[src/rtl/boot_copy_ctrl.sv]
// boot_copy_ctrl: start-up sequencer for the RockWave core.
// Keeps the core in reset while the data-memory image is copied from
// instruction ROM into data RAM, one word per cycle. It then releases the
// core and hands both memory ports over to it.
// Optional feature macro: BOOT_CHECKSUM_EN. When it is defined, a running
// sum of every copied word is built. When it is not defined, boot_checksum
// is tied to 0.
// Memory handshake: there is no valid/ready. A ROM read address is
// accepted at every edge and its data appears one cycle later. A RAM write
// commits at the edge where ram_we equals WE_WORD.
module boot_copy_ctrl #(
  parameter int unsigned              AWIDTH     = 12,
  parameter int unsigned              XLEN       = 32,
  parameter logic [AWIDTH-1:0]        SRC_BASE   = 'h800,
  parameter int unsigned              COPY_BYTES = 'h800,
  parameter logic [2:0]               WE_WORD    = 3'b110
) (
  input  logic              clk,
  input  logic              rst_n,
  input  logic              reboot,
  input  logic [AWIDTH-1:0] core_inst_addr,
  output logic [AWIDTH-1:0] inst_addr,
  input  logic [AWIDTH-1:0] core_data_addr,
  input  logic [XLEN-1:0]   core_data_wdata,
  input  logic [2:0]        core_data_we,
  input  logic [XLEN-1:0]   rom_data,
  output logic [AWIDTH-1:0] ram_addr,
  output logic [XLEN-1:0]   ram_wdata,
  output logic [2:0]        ram_we,
  output logic              core_rst_n,
  output logic              boot_busy,
  output logic              boot_done,
  output logic [XLEN-1:0]   boot_checksum,
  output logic [1:0]        dbg_state
);

  localparam int unsigned     OFFW     = $clog2(COPY_BYTES + 1);
  localparam logic [OFFW-1:0] COPY_END = OFFW'(COPY_BYTES);
  localparam logic [OFFW-1:0] STEP     = OFFW'(4);

  typedef enum logic [1:0] {
    COPY    = 2'd0,
    RELEASE = 2'd1,
    RUN     = 2'd2
  } state_t;

  state_t          state_q;
  logic [OFFW-1:0] rd_off_q;
  logic [OFFW-1:0] wr_off_q;
  logic            wr_valid_q;
  logic            core_rst_n_q;
  logic            boot_busy_q;
  logic            boot_done_q;

  // Sequencer. It has two pipeline stages: read ROM at rd_off, then write
  // RAM at wr_off. The outputs to the core are registered, so core_rst_n
  // cannot glitch.
  always_ff @(posedge clk or negedge rst_n) begin
    if (!rst_n) begin
      state_q      <= COPY;
      rd_off_q     <= '0;
      wr_off_q     <= '0;
      wr_valid_q   <= 1'b0;
      core_rst_n_q <= 1'b0;
      boot_busy_q  <= 1'b1;
      boot_done_q  <= 1'b0;
    end else begin
      case (state_q)
        COPY: begin
          if (rd_off_q < COPY_END) rd_off_q <= rd_off_q + STEP;
          wr_valid_q <= (rd_off_q < COPY_END);
          wr_off_q   <= rd_off_q;
          // The read side has finished, and the last word is on the write
          // port now. It commits at this edge.
          if (wr_valid_q && (rd_off_q == COPY_END)) state_q <= RELEASE;
        end
        RELEASE: begin
          state_q      <= RUN;
          core_rst_n_q <= 1'b1;
          boot_busy_q  <= 1'b0;
          boot_done_q  <= 1'b1;
        end
        RUN: begin
          if (reboot) begin
            state_q      <= COPY;
            rd_off_q     <= '0;
            wr_off_q     <= '0;
            wr_valid_q   <= 1'b0;
            core_rst_n_q <= 1'b0;
            boot_busy_q  <= 1'b1;
            boot_done_q  <= 1'b0;
          end
        end
        default: state_q <= COPY;
      endcase
    end
  end

`ifdef BOOT_CHECKSUM_EN
  logic [XLEN-1:0] checksum_q;

  // Sum of the copied words, modulo 2^XLEN. It holds its value after the
  // copy finishes.
  always_ff @(posedge clk or negedge rst_n) begin
    if (!rst_n) begin
      checksum_q <= '0;
    end else if (state_q == RUN && reboot) begin
      checksum_q <= '0;
    end else if (state_q == COPY && wr_valid_q) begin
      checksum_q <= checksum_q + rom_data;
    end
  end

  assign boot_checksum = checksum_q;
`else
  assign boot_checksum = '0;
`endif

  // Port arbitration. The loader owns both memories until RUN. After that,
  // the core signals pass straight through.
  always_comb begin
    inst_addr = SRC_BASE + AWIDTH'(rd_off_q);
    ram_addr  = AWIDTH'(wr_off_q);
    ram_wdata = rom_data;
    ram_we    = 3'b000;
    case (state_q)
      COPY:    ram_we = wr_valid_q ? WE_WORD : 3'b000;
      RUN: begin
        inst_addr = core_inst_addr;
        ram_addr  = core_data_addr;
        ram_wdata = core_data_wdata;
        ram_we    = core_data_we;
      end
      default: ram_we = 3'b000;
    endcase
  end

  assign core_rst_n = core_rst_n_q;
  assign boot_busy  = boot_busy_q;
  assign boot_done  = boot_done_q;
  assign dbg_state  = state_q;

endmodule

[config.mk]
export PLATFORM = sky130hd
export DESIGN_NAME = boot_copy_ctrl
export DESIGN_NICKNAME = d
export VERILOG_FILES = /design/src/rtl/boot_copy_ctrl.sv
export SDC_FILE = /design/constraint.sdc
export NUM_CORES = 1
export LEC_CHECK = 0
export ABC_CLOCK_PERIOD_IN_PS = 3290
export CAP_MARGIN = 10
export CORE_MARGIN = 1.5
export CORE_UTILIZATION = 34
export CTS_CLUSTER_DIAMETER = 30
export DETAILED_ROUTE_END_ITERATION = 16
export GPL_ROUTABILITY_DRIVEN = 0
export MAX_ROUTING_LAYER = met4
export PLACE_DENSITY = 0.87
export SYNTH_ARGS = -nofsm -noshare
export SYNTH_HDL_FRONTEND = slang
export SYNTH_SLANG_ARGS = --single-unit
[constraint.sdc]
create_clock -name clk -period 3.29 [get_ports clk]
set_clock_uncertainty 0.2 [all_clocks]
set_input_delay 0.329 -clock clk [delete_from_list [all_inputs] [get_ports clk]]
set_output_delay 0.329 -clock clk [all_outputs]
set_load 0.03 [all_outputs]
---- Yosys cells after proc, flatten, opt, wreduce, memory -nomap -nowiden ----
Index checks and enable logic that the tools add are counted.
storage, ports and cells
  flip-flop bits (word level) ............. 29
  input bits .............................. 94
  output and inout bits ................... 96
cells by class
  equal/unequal tests ..................... 6
  muxes and demuxes ....................... 17
  $lt $le $gt $ge ......................... 1
  reduce and logical (&&, ||, !) cells .... 8
  add/subtract/negate cells ............... 2
operator list
  operator                                                          count
  12-bit two-way mux                                                4
  12-bit case mux with 2 select lines                               2
  32-bit two-way mux                                                1
  12-bit adder (first input constant)                               1
  12-bit by 3-bit adder with 12-bit output (second input constant)  1
  12-bit == test (second input constant)                            1
  12-bit less-than comparator (second input constant)               1
  2-bit != test (second input constant)                             3
  1-bit case mux with 2 select lines                                3
  2-bit case mux with 3 select lines                                1
  3-bit case mux with 2 select lines                                1
  2-bit AND reduction                                               3
  2-bit two-way mux                                                 2
  2-bit nonzero test                                                2
  3-bit two-way mux                                                 1
  3-bit AND reduction                                               1
  2-bit by 1-bit == test with 1-bit output (second input constant)  1
  2-bit == test (second input constant)                             1
  2-bit logical NOT                                                 1
  1-bit two-way mux                                                 2
  1-bit logical AND                                                 1

---- Depth between registers and ports, before layout ----
  word-level depth ........................ 4
  depth in mapped cells ................... 6
  mapped depth without buffers ............ 6

---- Least setup slack after synthesis ----
No wires, ideal clock.
  path kind ............................... register -> output
  from .................................... register state_q[1], in the netlist dbg_state[1]
  to ...................................... output port inst_addr[11]
  required time ........................... 2761 ps
  stages on the path, launching flop included .. 5
  path slack .............................. 1022 ps
  path buffers ............................ 2
  arrival time ............................ 1739 ps
  cell sequence ........................... dfrtp_1 -> nor2b_1 -> clkbuf_1 -> clkbuf_1 -> o21ai_0
between the ends
  word-level cells in the longest chain between the ends .. 2
RTL lines
  what                    RTL line  text
  from (decl)             47        state_t state_q;
  from (signal assigned)  60        state_q <= COPY;
  from (signal assigned)  75        if (wr_valid_q && (rd_off_q == COPY_END)) state_q <= RELEASE;
  from (signal assigned)  78        state_q <= RUN;
  2-bit == test           126       case (state_q)
  12-bit two-way mux      126
  to (decl)               22        output logic [AWIDTH-1:0] inst_addr,
No other way between the ends.

---- Worst setup path in the final report ----
  from .................................... register state_q[1], in the netlist dbg_state[1]
  to ...................................... output port ram_wdata[15]
between the ends
  word-level cells in the longest chain between the ends .. 2
RTL lines
  what                RTL line  text
  2-bit == test       126
  32-bit two-way mux  126
  to (decl)           28        output logic [XLEN-1:0] ram_wdata,
No other way between the ends.

==> results.yml <==
placed_design:
  pre_cts_slack_ns: 0.744
  dpl.hpwl_um: 5840
  placed_cell_area_sq_um: 3650
  portBuffers: 157
setup_path:
  start_kind: "flip-flop"
  slowest_stage: "clkdlybuf4s50_1"
  worstPathArrival_ns: 2.33
  crit_fanout: 30
  slowest_delay_ns: 0.62
  critPathBufInv: 3
  path_class: "reg -> out"
  critPathRequiredTime_ns: 2.76
  path_depth: 5
  crit_top_cell: "buf_4"
  reg2reg_depth: 5
  cp-end-kind: "output port"
  cp_top_family: "buffers and inverters"
  crit_chain: "buf_4, nor2b_4, buf_4, mux2_2, clkdlybuf4s50_1"
finish:
  fin_area_sq_um: 3690
  final_common_cell: "clkdlybuf4s50_1"
  area_growth_syn_to_layout_pct: 73.2
  layout_common_cells: "clkdlybuf4s50_1, mux2_2, nand2_1, conb_1, dfrtp_1"
  drive_above_1_share_pct: 16.6
  multi_input_area_sq_um: 1270
  nFillCells: 516
  ff_latch_area_sq_um: 652
  final_nets: 483
  utilization_pct: 61.6
  n_antenna_cell: 0
global_route:
  grt_max_degree: 33
  grt_overflow_total: 0
  grt_pass1_vias: 2100
  antenna_found_initial: 0
  grt_pass1_wl_um: 10500
  grt_usage_pct: 20.7
floorplan:
  die_area_sq_um: 6750
  die_w_um: 82.2
  pin_count: 190
  coreArea_sq_um: 5990
  start_util_pct: 35.6
  die_h_um: 82.2
  fp-row-count: 28
yosys:
  ys_types: 39
  synth_area_leaders: "dfrtp_1, mux2_2, buf_4"
  yosys_most_used_dff: "dfrtp_1"
  seq_area_frac_synth_pct: 30.6
  yosys_warnings: 0
  synth_top_cell_by_area: "dfrtp_1"
  synth-seq-cells: 26
  synth-edff-count: 0
  syn_area_sq_um: 2130
  synth_top_area_share_pct: 29.3
  async_reset_ff_share_pct: 100
  syn_avg_cell_area_sq_um: 9.00
  syn_inst: 237
sta:
  setup_slack_ns: 0.432
  relSlewSlack_pct: 60.4
  rsz0062_at_grt: "no"
  fmax_ghz: 0.350
  finalCritPeriodShare_pct: 86.9
  setup_tns_ns: 0
  tightest_slew_ns: 0.592
  finalHoldViolations: 0
  maxSlewViolCount: 0
  fin_crit_ns: 2.86
  setup-violations-final: 0
clocking:
  cts_max_level: 1
  cts_buffers: 3
  root_buffer: "clkbuf_8"
  tritoncts: "done"
  holdBufCountCts: 0
  cts.sinks: 26
  post_cts_resized: 0
  clk_latency_ns: 0.27
  clk_pin_slew_ns: 0.09
  post_cts_buffers: 0
  clockBufferDepth: 2
routing:
  wl_per_cell_um: 15.7
  first_pass_iters: 4
  vias_per_cell: 4.86
  drcViolationCount: 0
  drt_iter0_drc: 70
  num_vias: 2242
  final_antenna_net_count: 0
  wl_um: 7240
hold_path:
  min_path_type: "in -> async"
run_status:
  outcome: "finished, final reports clean"
power_and_ir_drop:
  p_leak_uw: 0.00149
  p_total_uw: 1920
  p_per_area_nw_per_um2: 521
  max-vdd-ir-drop_uv: 230
flow_run:
  max_cap_viol_count: 0
[final timing paths]
check | startpoint | to | slack (ns)
min reg2reg | wr_off_q[11]$_DFFE_PN0P_ | wr_off_q[11]$_DFFE_PN0P_ | 0.31
max in group asynchronous | rst_n | boot_busy$_DFFE_PN1P_ | 2.39
min | rst_n | boot_done$_DFFE_PN0P_ | 0.21
min in group clk | wr_off_q[11]$_DFFE_PN0P_ | wr_off_q[11]$_DFFE_PN0P_ | 0.31
max | dbg_state[1]$_DFFE_PN0P_ | ram_wdata[15] | 0.43
max reg2reg | dbg_state[1]$_DFFE_PN0P_ | wr_valid_q$_DFFE_PN0P_ | 1.19
[kinds of logic after synthesis]
kind of cell | count (synthesis) | share of synthesized area (%)
AO/OA/AOI/OAI | 33 | 9.68
XOR/XNOR | 3 | 1.23
adder cells (fa/ha/maj) | 2 | 1.17
buffers and inverters | 53 | 15.5
flip-flops | 26 | 30.6
multiplexers | 49 | 25.9
other | 1 | 0.176
AND/OR/NAND/NOR | 70 | 15.8
[routing by layer]
metal / part of all wire [%] / vias up / GRT usage [%]
li1: - / 1058 / -
met1: 36 / 1057 / 22.2
met2: 52 / 113 / 35.8
met3: 9.7 / 14 / 5.49
met4: 2.6 / 0 / 8.98
met5: 0 / - / -
[Yosys cell counts (2+ instances only)]
cell,n
buf_2,6
nand4_1,3
and2_1,3
inv_1,5
or4_1,2
buf_4,33
nand4b_1,2
o31ai_1,3
nor2_1,6
dfrtp_1,25
xnor2_1,2
a21oi_1,8
o21ai_0,11
nand3_1,11
ha_1,2
clkbuf_1,9
mux2_2,49
o21ai_1,2
nand2_1,32
nor3_1,4
[layout make-up]
class,count,share of cell area [%]
tap,75,2.54
sequential,26,17.7
clock buffer,4,1.22
inverter,5,0.508
timing repair buffer,162,43.6
multi-input combinational,189,34.5
[state kept, by name (all words and copies together) (netlist names)]
| register | cells |
|---|---|
| wr_off_q | 11 |
| dbg_state | 2 |
| wr_valid_q | 1 |
| rd_off_q | 10 |
| boot_done | 1 |
| boot_busy | 1 |
[metrics by stage]
step | std cells | hold slack [ns]
2_1_floorplan | 268 | -0.167
3_3_place_gp | 457 | 0.287
3_5_place_dp | 457 | 0.300
4_1_cts | 461 | 0.224
5_1_grt | 461 | 0.261
6_report | 461 | 0.211
[power by group]
| group | total [uW] | leakage [uW] | internal (uW) | switching (uW) |
|---|---|---|---|---|
| Clock | 185 | 0.0000228 | 86.8 | 98.6 |
| Combinational | 1140 | 0.00115 | 537 | 601 |
| Sequential | 602 | 0.000312 | 442 | 159 |
| Total | 1920 | 0.00149 | 1070 | 859 |
(Power assumes the default switching activity.)
